--- src/rtl/multiply_r.sv ---
// Iterative shift-add unsigned fraction multiplier. It retires BPC multiplier bits
// per clock and returns the full product, the upper half and a sticky bit for rounding.
module multiply_r #(
  parameter int WIDTH = 24,
  parameter int BPC   = 1
) (
  input  logic               clk,
  input  logic               rst,
  input  logic               start,
  input  logic [WIDTH-1:0]   a,
  input  logic [WIDTH-1:0]   b,
  output logic               busy,
  output logic               done,
  output logic [2*WIDTH-1:0] prod,
  output logic [WIDTH-1:0]   prod_hi,
  output logic               sticky
);

  localparam int N  = WIDTH / BPC;
  localparam int CW = (N > 1) ? $clog2(N) : 1;
  localparam int SW = 2 * WIDTH + BPC;
  localparam logic [CW-1:0] LAST = CW'(N - 1);

  typedef enum logic [1:0] {
    IDLE = 2'd0,
    RUN  = 2'd1,
    DONE = 2'd2
  } state_t;

  state_t               r_state;
  state_t               w_state_next;
  logic [WIDTH-1:0]     r_mcand;
  logic [WIDTH-1:0]     r_mplier;
  logic [2*WIDTH-1:0]   r_acc;
  logic [CW-1:0]        r_cnt;
  logic [2*WIDTH-1:0]   r_prod;
  logic                 r_sticky;
  logic [SW-1:0]        w_sum;
  logic [2*WIDTH-1:0]   w_acc_next;
  logic                 w_accept;
  logic                 w_last;

  assign w_accept = (r_state != RUN) && start;
  assign w_last   = (r_state == RUN) && (r_cnt == LAST);

  // The sum is widened by BPC bits so the carry out of the top partial product
  // survives until the right shift brings it back into the 2*WIDTH accumulator.
  always_comb begin
    w_sum = {{BPC{1'b0}}, r_acc};
    for (int k = 0; k < BPC; k++) begin
      if (r_mplier[k]) begin
        w_sum = w_sum + (SW'(r_mcand) << (WIDTH + k));
      end
    end
    w_acc_next = w_sum[SW-1:BPC];
  end

  always_ff @(posedge clk) begin
    if (rst) begin
      r_state <= IDLE;
    end else begin
      r_state <= w_state_next;
    end
  end

  always_comb begin
    w_state_next = r_state;
    case (r_state)
      IDLE:    if (start) w_state_next = RUN;
      RUN:     if (w_last) w_state_next = DONE;
      DONE:    w_state_next = start ? RUN : IDLE;
      default: w_state_next = IDLE;
    endcase
  end

  always_ff @(posedge clk) begin
    if (rst) begin
      r_mcand  <= '0;
      r_mplier <= '0;
      r_acc    <= '0;
      r_cnt    <= '0;
      r_prod   <= '0;
      r_sticky <= 1'b0;
    end else if (w_accept) begin
      r_mcand  <= a;
      r_mplier <= b;
      r_acc    <= '0;
      r_cnt    <= '0;
    end else if (r_state == RUN) begin
      r_acc    <= w_acc_next;
      r_mplier <= r_mplier >> BPC;
      r_cnt    <= r_cnt + 1'b1;
      if (w_last) begin
        r_prod   <= w_acc_next;
        r_sticky <= |w_acc_next[WIDTH-1:0];
      end
    end
  end

  assign busy    = (r_state == RUN);
  assign done    = (r_state == DONE);
  assign prod    = r_prod;
  assign prod_hi = r_prod[2*WIDTH-1:WIDTH];
  assign sticky  = r_sticky;

endmodule

--- config.mk ---
export PLATFORM = sky130hd
export DESIGN_NAME = multiply_r
export DESIGN_NICKNAME = d
export VERILOG_FILES = /design/src/rtl/multiply_r.sv
export SDC_FILE = /design/constraint.sdc
export NUM_CORES = 1
export LEC_CHECK = 0
export BUFFER_PORTS_ARGS = -buffer_cell sky130_fd_sc_hd__buf_2
export CORE_MARGIN = 8
export CORE_UTILIZATION = 45
export CTS_BUF_LIST = sky130_fd_sc_hd__clkbuf_8
export DETAILED_ROUTE_END_ITERATION = 7
export GPL_ROUTABILITY_DRIVEN = 0
export PLACE_DENSITY = 0.77
export SETUP_SLACK_MARGIN = 0.1
export SYNTH_ARGS = -nofsm -noshare
export SYNTH_HDL_FRONTEND = slang
export SYNTH_SLANG_ARGS = --single-unit
export TNS_END_PERCENT = 100
--- constraint.sdc ---
create_clock -name clk -period 5.1 [get_ports clk]
set_input_delay 0 -clock clk [delete_from_list [all_inputs] [get_ports clk]]
set_output_delay 0 -clock clk [all_outputs]
set_load 0.005 [all_outputs]
==> results of run 1 <==
==> power by group through the flow <==
| stage | logic (µW) | clock network (µW) | registers, µW |
|---|---|---|---|
| global route | 353 | 945 | 1250 |
| detailed placement | 285 | 0 | 1280 |
| CTS | 316 | 892 | 1250 |
| floorplan | 226 | 0 | 1270 |
| finish | 318 | 871 | 1250 |
| global placement | 280 | 0 | 1270 |
==> area by class of cell <==
cell class	count	area [µm²]
Clock buffer	18	247.7
Clock inverter	14	126.4
Fill cell	1506	7251
Inverter	9	33.78
Multi-Input combinational cell	643	3724
Sequential cell	151	3024
Tap cell	216	270.3
Timing Repair Buffer	179	1151
==> how the worst max path moves through the flow <==
| stage | startpoint | endpoint | slack (ns) | cells after the start |
|---|---|---|---|---|
| floorplan | r_acc[26] | prod[40] | 2.70 | 8 |
| global placement | r_state[0] | r_acc[37] | 2.37 | 7 |
| detailed placement | r_state[0] | r_acc[34] | 2.25 | 7 |
| CTS | r_state[0] | r_acc[34] | 2.22 | 7 |
| global route | r_state[0] | r_acc[34] | 2.01 | 7 |
| finish | r_state[0] | r_acc[34] | 2.25 | 7 |
==> synthesized netlist by cell type (8+ instances only) <==
cell type and count:
nor2_1 75, a31oi_1 11, a211oi_1 38, mux2i_1 34
xor2_1 9, inv_1 8, clkbuf_1 48, dfxtp_1 151
nor3_1 13, nand2_1 173, o21ai_0 46, a21oi_1 109
xnor2_1 11, ha_1 25, buf_4 25
==> metrics by stage <==
step | cells | power, µW | area, µm² | util | setup WS (ns)
after floorplan | 891 | 1492 | 7273 | - | 2.702
after global placement | 1150 | 1555 | 7722 | 0.4879 | 2.374
after CTS | 1230 | 2457 | 8577 | 0.5419 | 2.222
after global routing | 1230 | 2553 | 8577 | 0.5419 | 2.014
after detailed placement | 1150 | 1561 | 7722 | 0.4879 | 2.248
final | 1230 | 2439 | 8577 | 0.5419 | 2.249
==> worst max-delay path, stage by stage, from the launching register on <==
cell	delay, ns
dfxtp_1	0.36
or2b_2	0.31
buf_4	0.35
and2_1	0.29
buf_4	0.22
nor2_1	0.79
o21ai_0	0.22
a21oi_1	0.21
==> sequential cells by signal (all words and copies together) (netlist names) <==
signal / flops
prod: 48
r_acc: 47
r_cnt: 5
r_mcand: 24
r_mplier: 24
r_state: 2
sticky: 1
==> routing by layer <==
layer,share of wire,global-route usage
met2,0.46,0.2920
met5,0,0
met1,0.45,0.2291
met3,0.061,0.04441
met4,0.029,0.08837
==> logic make-up (layout without fill, tap and decap cells) <==
logic type,after synthesis,in the layout,synth area share
AO/OA/AOI/OAI,248,248,0.2061
AND/OR/NAND/NOR,312,312,0.1836
adder cells (fa/ha/maj),26,26,0.04576
XOR/XNOR,20,20,0.02408
flip-flops,151,151,0.4156
multiplexers,37,37,0.05144
buffers and inverters,97,220,0.07345
==> impl_results.html, run 1 <==
<table>
<tr><th>Metric</th><th>Value</th></tr>
<tr><th colspan="2">Setup path</th></tr>
<tr><td>Crit path required time</td><td>5.47 ns</td></tr>
<tr><td>Startpoint class of the critical path</td><td>register</td></tr>
<tr><td>Critical path arrival</td><td>3.22 ns</td></tr>
<tr><td>Critical Path End Type</td><td>register</td></tr>
<tr><td>Kind of critical path</td><td>reg2reg</td></tr>
<tr><td>R2r worst-path depth</td><td>7</td></tr>
<tr><td>Critical path peak fanout</td><td>85</td></tr>
<tr><td>Reg2reg setup slack</td><td>approximately 2.2 ns</td></tr>
<tr><td>RR Endpoint</td><td>r_acc[34]</td></tr>
<tr><td>FF-to-FF Start</td><td>r_state[0]</td></tr>
<tr><th colspan="2">Drt</th></tr>
<tr><td>Number of vias in the routed layout</td><td>6550</td></tr>
<tr><td>Number of detailed-route iterations in the first pass</td><td>6</td></tr>
<tr><td>Routed length per instance</td><td>15.39 µm</td></tr>
<tr><td>DRC errors left</td><td>0</td></tr>
<tr><td>Routed via count divided by cell count</td><td>5.325</td></tr>
<tr><td>Antenna-violating nets left</td><td>0</td></tr>
<tr><td>Initial detailed-routing violation count</td><td>577</td></tr>
<tr><td>Total wirelength of the detailed-routed design</td><td>18930 µm</td></tr>
<tr><th colspan="2">Power</th></tr>
<tr><td>Clk pwr share</td><td>0.357</td></tr>
<tr><td>Leakage power</td><td>0.003631 µW</td></tr>
<tr><td>Net load switching power</td><td>between 600 and 700 µW</td></tr>
<tr><td>Power density over the cells</td><td>around 280 mW/mm²</td></tr>
<tr><td>Max IR drop VDD</td><td>0.1988 mV</td></tr>
<tr><td>Design internal power</td><td>1753 µW</td></tr>
<tr><td>Sw frac</td><td>0.2813</td></tr>
<tr><td>Gate power share</td><td>0.130</td></tr>
<tr><td>Sequential share of power</td><td>0.512</td></tr>
<tr><th colspan="2">Finish</th></tr>
<tr><td>Share of final-layout standard cells stronger than drive strength 1</td><td>0.1736</td></tr>
<tr><td>Number of diodes</td><td>0</td></tr>
<tr><td>Final Net Count</td><td>1078</td></tr>
<tr><td>Most frequent cells in the layout</td><td>nand2_1 (173), dfxtp_1 (150), buf_2 (125)</td></tr>
<tr><td>Area overhead of the layout relative to synthesis</td><td>17.93%</td></tr>
<tr><td>Most common cell after layout, fill and taps aside</td><td>nand2_1</td></tr>
<tr><th colspan="2">Timing</th></tr>
<tr><td>Fin crit period</td><td>2.851 ns</td></tr>
<tr><td>Achievable frequency</td><td>350.8 MHz</td></tr>
<tr><td>Worst clock skew on the final layout</td><td>0.01213 ns</td></tr>
<tr><td>Period utilization</td><td>0.5589</td></tr>
<tr><td>Worst hold slack across all endpoints</td><td>0.1340 ns</td></tr>
<tr><td>Slew headroom</td><td>0.2190</td></tr>
<tr><td>Hold violation count in the final report</td><td>0</td></tr>
<tr><td>Total count of max-transition violations in the final report</td><td>0</td></tr>
<tr><td>Actual slew at the worst max-slew pin</td><td>roughly 1.2 ns</td></tr>
<tr><td>Setup_tns</td><td>0 ns</td></tr>
<tr><td>Setup violations, final</td><td>0</td></tr>
<tr><td>Setup repair after global routing missed its margin</td><td>false</td></tr>
<tr><th colspan="2">Yosys</th></tr>
<tr><td>Count of different cell masters after synthesis</td><td>57</td></tr>
<tr><td>Commonest register cell after synthesis</td><td>dfxtp_1</td></tr>
<tr><td>Sequential-to-total area share from yosys stat</td><td>0.4156</td></tr>
<tr><td>Share of synthesized flip-flops with an asynchronous set or reset</td><td>0</td></tr>
<tr><td>Mean post-synth cell area</td><td>8.163 µm²</td></tr>
<tr><td>Area fraction of the dominant cell type after synthesis</td><td>0.4156</td></tr>
<tr><td>Post-synthesis sequential element count</td><td>151</td></tr>
<tr><td>Number of synthesis warnings</td><td>0</td></tr>
<tr><td>Combined area of all synthesized cells</td><td>0.007273 mm²</td></tr>
<tr><td>Number of synthesized flops with an enable pin</td><td>0</td></tr>
<tr><td>Synthesized net count</td><td>968</td></tr>
<tr><td>Top post-synthesis cells by area</td><td>dfxtp_1 (42%), nand2_1 (8.9%), a21oi_1 (7.5%), mux2i_1 (4.7%), ha_1 (4.3%)</td></tr>
<tr><td>Synthesized instance count</td><td>891</td></tr>
<tr><td>Area leader, netlist</td><td>dfxtp_1</td></tr>
<tr><th colspan="2">Die</th></tr>
<tr><td>Rows</td><td>46</td></tr>
<tr><td>Chip Width</td><td>143.1 µm</td></tr>
<tr><td>Floorplan Core Area</td><td>0.01583 mm²</td></tr>
<tr><td>Top Ports</td><td>between 100 and 150</td></tr>
<tr><td>Die Area</td><td>just over 0.02 mm²</td></tr>
<tr><td>Height of the chip</td><td>between 100 and 150 µm</td></tr>
<tr><td>Initial core utilization</td><td>0.4595</td></tr>
<tr><th colspan="2">Global routing</th></tr>
<tr><td>Remaining global-route overflow</td><td>0</td></tr>
<tr><td>Maximum number of pins on one net before global-route repair</td><td>87</td></tr>
<tr><td>Initial antenna violation count</td><td>0</td></tr>
<tr><td>Number of global-route vias before repair</td><td>6210</td></tr>
<tr><td>Combined global-route utilization of all metal layers</td><td>0.1839</td></tr>
<tr><td>Wire length of the first global-routing pass</td><td>30300 µm</td></tr>
<tr><th colspan="2">Clock tree</th></tr>
<tr><td>Post_cts resized</td><td>0</td></tr>
<tr><td>Buffer count from post-CTS setup fixing</td><td>0</td></tr>
<tr><td>Hold_buf cts</td><td>48</td></tr>
<tr><td>Number of clock sinks seen by CTS</td><td>~150</td></tr>
<tr><td>Clk pin slew, worst setup/hold paths</td><td>0.08 ns</td></tr>
<tr><td>Root buffer selected by CTS</td><td>clkbuf_8</td></tr>
<tr><td>H-tree levels</td><td>4</td></tr>
<tr><td>Maximum count of clock buffers along a single path</td><td>2</td></tr>
<tr><td>CTS tree</td><td>built</td></tr>
<tr><td>Number of buffers added by the clock tree synthesis step</td><td>17</td></tr>
<tr><td>Worst-Skew Late Latency</td><td>between 0.4 and 0.5 ns</td></tr>
<tr><th colspan="2">Placement</th></tr>
<tr><td>Hpwl dp</td><td>12620 µm</td></tr>
<tr><td>IO buf count</td><td>125</td></tr>
<tr><th colspan="2">Run status</th></tr>
<tr><td>Status</td><td>complete, no violations</td></tr>
<tr><th colspan="2">Min path</th></tr>
<tr><td>Number of instances on the worst hold path</td><td>4</td></tr>
<tr><td>Worst min path class</td><td>in2reg</td></tr>
<tr><td>Endpoint of the worst hold-timing path</td><td>r_acc[33]</td></tr>
<tr><td>Min-delay src</td><td>rst</td></tr>
<tr><th colspan="2">Flow run</th></tr>
<tr><td>Maximum capacitance violations</td><td>0</td></tr>
</table>
No activity file was read; power rests on OpenSTA's default activity.
==> run 2: changes to the inputs <==
==> constraint.sdc (replaced) <==
create_clock -name clk -period 2.7 [get_ports clk]
set_input_delay 0 -clock clk [delete_from_list [all_inputs] [get_ports clk]]
set_output_delay 0 -clock clk [all_outputs]
set_load 0.005 [all_outputs]
==> run 2 against run 1 <==
Net effect: register-to-register slack got worse by 2.1 ns; final cell count increased by 1.1%; first-iteration DRC count decreased by 18%; core utilization increased by 1.5 points; count of clock-buffer cells in the layout unchanged; clock skew increased by 0.0014 ns; sequential share of layout area decreased by 0.92 points.
==> impl_results.html, run 2 (same netlist as run 1, synthesis figures left out) <==
<table>
<tr><th>Metric</th><th>Value</th></tr>
<tr><th colspan="2">Placement</th></tr>
<tr><td>IO buf count</td><td>125</td></tr>
<tr><td>Cell count after placement</td><td>1162</td></tr>
<tr><td>Hpwl dp</td><td>13150 µm</td></tr>
<tr><th colspan="2">Finish</th></tr>
<tr><td>Share of final-layout standard cells stronger than drive strength 1</td><td>0.2023</td></tr>
<tr><td>Post-layout utilization of the core</td><td>0.5568</td></tr>
<tr><td>Area overhead of the layout relative to synthesis</td><td>21.18%</td></tr>
<tr><td>Most frequent cells in the layout</td><td>nand2_1 (173), dfxtp_1 (148), buf_2 (125)</td></tr>
<tr><td>Max FFs per register</td><td>48</td></tr>
<tr><td>Number of diodes</td><td>0</td></tr>
<tr><td>Final Net Count</td><td>1092</td></tr>
<tr><td>Most common cell after layout, fill and taps aside</td><td>nand2_1</td></tr>
<tr><td>Non-filler instance count after layout</td><td>about 1200</td></tr>
<tr><th colspan="2">Timing</th></tr>
<tr><td>Hold violation count in the final report</td><td>0</td></tr>
<tr><td>Achievable frequency</td><td>about 390 MHz</td></tr>
<tr><td>Slew headroom</td><td>0.3562</td></tr>
<tr><td>Period utilization</td><td>0.9403</td></tr>
<tr><td>Total count of max-transition violations in the final report</td><td>0</td></tr>
<tr><td>Actual slew at the worst max-slew pin</td><td>between 0.9 and 1 ns</td></tr>
<tr><td>Setup repair after global routing missed its margin</td><td>true</td></tr>
<tr><td>Worst clock skew on the final layout</td><td>0.01353 ns</td></tr>
<tr><td>Fin crit period</td><td>2.539 ns</td></tr>
<tr><td>Setup_tns</td><td>0 ns</td></tr>
<tr><td>Setup violations, final</td><td>0</td></tr>
<tr><th colspan="2">Global routing</th></tr>
<tr><td>Combined global-route utilization of all metal layers</td><td>0.1907</td></tr>
<tr><td>Initial antenna violation count</td><td>0</td></tr>
<tr><td>Number of global-route vias before repair</td><td>6420</td></tr>
<tr><td>Wire length of the first global-routing pass</td><td>31630 µm</td></tr>
<tr><td>Maximum number of pins on one net before global-route repair</td><td>88</td></tr>
<tr><td>Remaining global-route overflow</td><td>0</td></tr>
<tr><th colspan="2">Die</th></tr>
<tr><td>Initial core utilization</td><td>0.4595</td></tr>
<tr><td>Chip Width</td><td>143.1 µm</td></tr>
<tr><td>Die Area</td><td>0.02049 mm²</td></tr>
<tr><td>Height of the chip</td><td>143.1 µm</td></tr>
<tr><td>Top Ports</td><td>126</td></tr>
<tr><td>Floorplan Core Area</td><td>0.01583 mm²</td></tr>
<tr><td>Rows</td><td>46</td></tr>
<tr><th colspan="2">Clock tree</th></tr>
<tr><td>CTS tree</td><td>built</td></tr>
<tr><td>Number of clock sinks seen by CTS</td><td>151</td></tr>
<tr><td>Maximum count of clock buffers along a single path</td><td>2</td></tr>
<tr><td>H-tree levels</td><td>4</td></tr>
<tr><td>Worst-Skew Late Latency</td><td>0.47 ns</td></tr>
<tr><td>Root buffer selected by CTS</td><td>clkbuf_8</td></tr>
<tr><td>Number of buffers added by the clock tree synthesis step</td><td>17</td></tr>
<tr><td>Clk pin slew, worst setup/hold paths</td><td>0.09 ns</td></tr>
<tr><th colspan="2">Setup path</th></tr>
<tr><td>Maximum cell stage delay along the critical path</td><td>0.57 ns</td></tr>
<tr><td>Sequence of cells on the critical path</td><td>ha_1 &gt; a211oi_1 &gt; o21a_1 &gt; or4_4 &gt; a32oi_4 &gt; xnor2_2 &gt; a2111oi_2 &gt; a31o_1</td></tr>
<tr><td>Buf/Inv on CP</td><td>0</td></tr>
<tr><td>Crit path required time</td><td>3.11 ns</td></tr>
<tr><td>Startpoint class of the critical path</td><td>register</td></tr>
<tr><td>Critical path arrival</td><td>approximately 3.0 ns</td></tr>
<tr><td>Critical Path End Type</td><td>register</td></tr>
<tr><td>Critical path peak fanout</td><td>4</td></tr>
<tr><td>Reg2reg setup slack</td><td>between 0.15 and 0.2 ns</td></tr>
<tr><td>Kind of critical path</td><td>reg2reg</td></tr>
<tr><td>Largest delay contributor family on the critical path</td><td>compound AO/OA/AOI/OAI gates</td></tr>
<tr><td>Cell with the largest stage delay on the worst path</td><td>or4_4</td></tr>
<tr><th colspan="2">Drt</th></tr>
<tr><td>Initial detailed-routing violation count</td><td>roughly 470</td></tr>
<tr><td>Number of detailed-route iterations in the first pass</td><td>5</td></tr>
<tr><td>Number of vias in the routed layout</td><td>6803</td></tr>
<tr><td>Routed length per instance</td><td>about 16 µm</td></tr>
<tr><td>DRC errors left</td><td>0</td></tr>
<tr><td>Antenna-violating nets left</td><td>0</td></tr>
<tr><td>Total wirelength of the detailed-routed design</td><td>19470 µm</td></tr>
<tr><td>Routed via count divided by cell count</td><td>5.469</td></tr>
<tr><th colspan="2">Power</th></tr>
<tr><td>Leakage power</td><td>0.003713 µW</td></tr>
<tr><td>Power density over the cells</td><td>540.6 mW/mm²</td></tr>
<tr><td>Max IR drop VDD</td><td>approximately 0.33 mV</td></tr>
<tr><th colspan="2">Flow run</th></tr>
<tr><td>Maximum capacitance violations</td><td>0</td></tr>
<tr><th colspan="2">Min path</th></tr>
<tr><td>Worst min path class</td><td>in2reg</td></tr>
<tr><th colspan="2">Run status</th></tr>
<tr><td>Status</td><td>complete, no violations</td></tr>
</table>
[run 2: changes by cell type in the layout (fill, tap and decap cells not counted), moves of 3 or more]
cell / before / now
buf_4: 6 / 20
inv_8: 0 / 4
inv_1: 11 / 8
ha_1: 25 / 22
[run 2: tightest hold or removal path: stages]
cell	delay [ns]
buf_2	0.09
inv_1	0.25
o21ai_0	0.16
a21oi_1	0.05
[run 2: repair_timing]
action / in CTS / in global routing
setup endpoints to repair: 12 / 15
hold buffers: 48 / 0
hold endpoints to repair: 48 / 0
setup buffers: 1 / 1
pin swaps: 3 / 4
gates resized for setup: 7 / 13
[run 2: through the flow]
step | area (µm²) | hold slack, ns | worst slack (ns) | total power (µW)
5_1_grt | 8813 | 0.1513 | 0.04900 | 4980
4_1_cts | 8743 | 0.1212 | 0.06933 | 4784
2_1_floorplan | 7273 | 0.1360 | 0.3020 | 2818
3_5_place_dp | 7812 | 0.2460 | -0.03021 | 2969
3_3_place_gp | 7812 | 0.2427 | 0.07418 | 2960
6_report | 8813 | 0.1326 | 0.1612 | 4765
[run 2: cell type report]
class | instances | area [µm²]
fill | 1472 | 7014
multi-input combinational | 643 | 3827
sequential | 151 | 3027
timing repair buffer | 193 | 1256
tap | 216 | 270.3
clock buffer | 18 | 247.7
clock inverter | 14 | 151.4
inverter | 9 | 33.78
[run 2: worst paths after layout]
check	from	end	cells past startpoint
min reg2reg	prod[19]	prod[19]	2
max reg2reg	r_acc[25]	prod[40]	8
max	r_acc[25]	prod[40]	8
min	rst	prod[39]	4
[run 2: report_power, final]
group	total (µW)	internal, µW	switching, µW
registers	2370	2310	63.8
logic	631	267	364
clock network	1760	795	969
[run 2: metal layers]
layer | track usage | vias to the layer above | part of all wire
li1 | - | 3338 | -
met2 | 0.3027 | 236 | 0.46
met1 | 0.2450 | 3179 | 0.45
met4 | 0.09116 | 0 | 0.030
met3 | 0.03439 | 50 | 0.063
met5 | 0 | - | 0
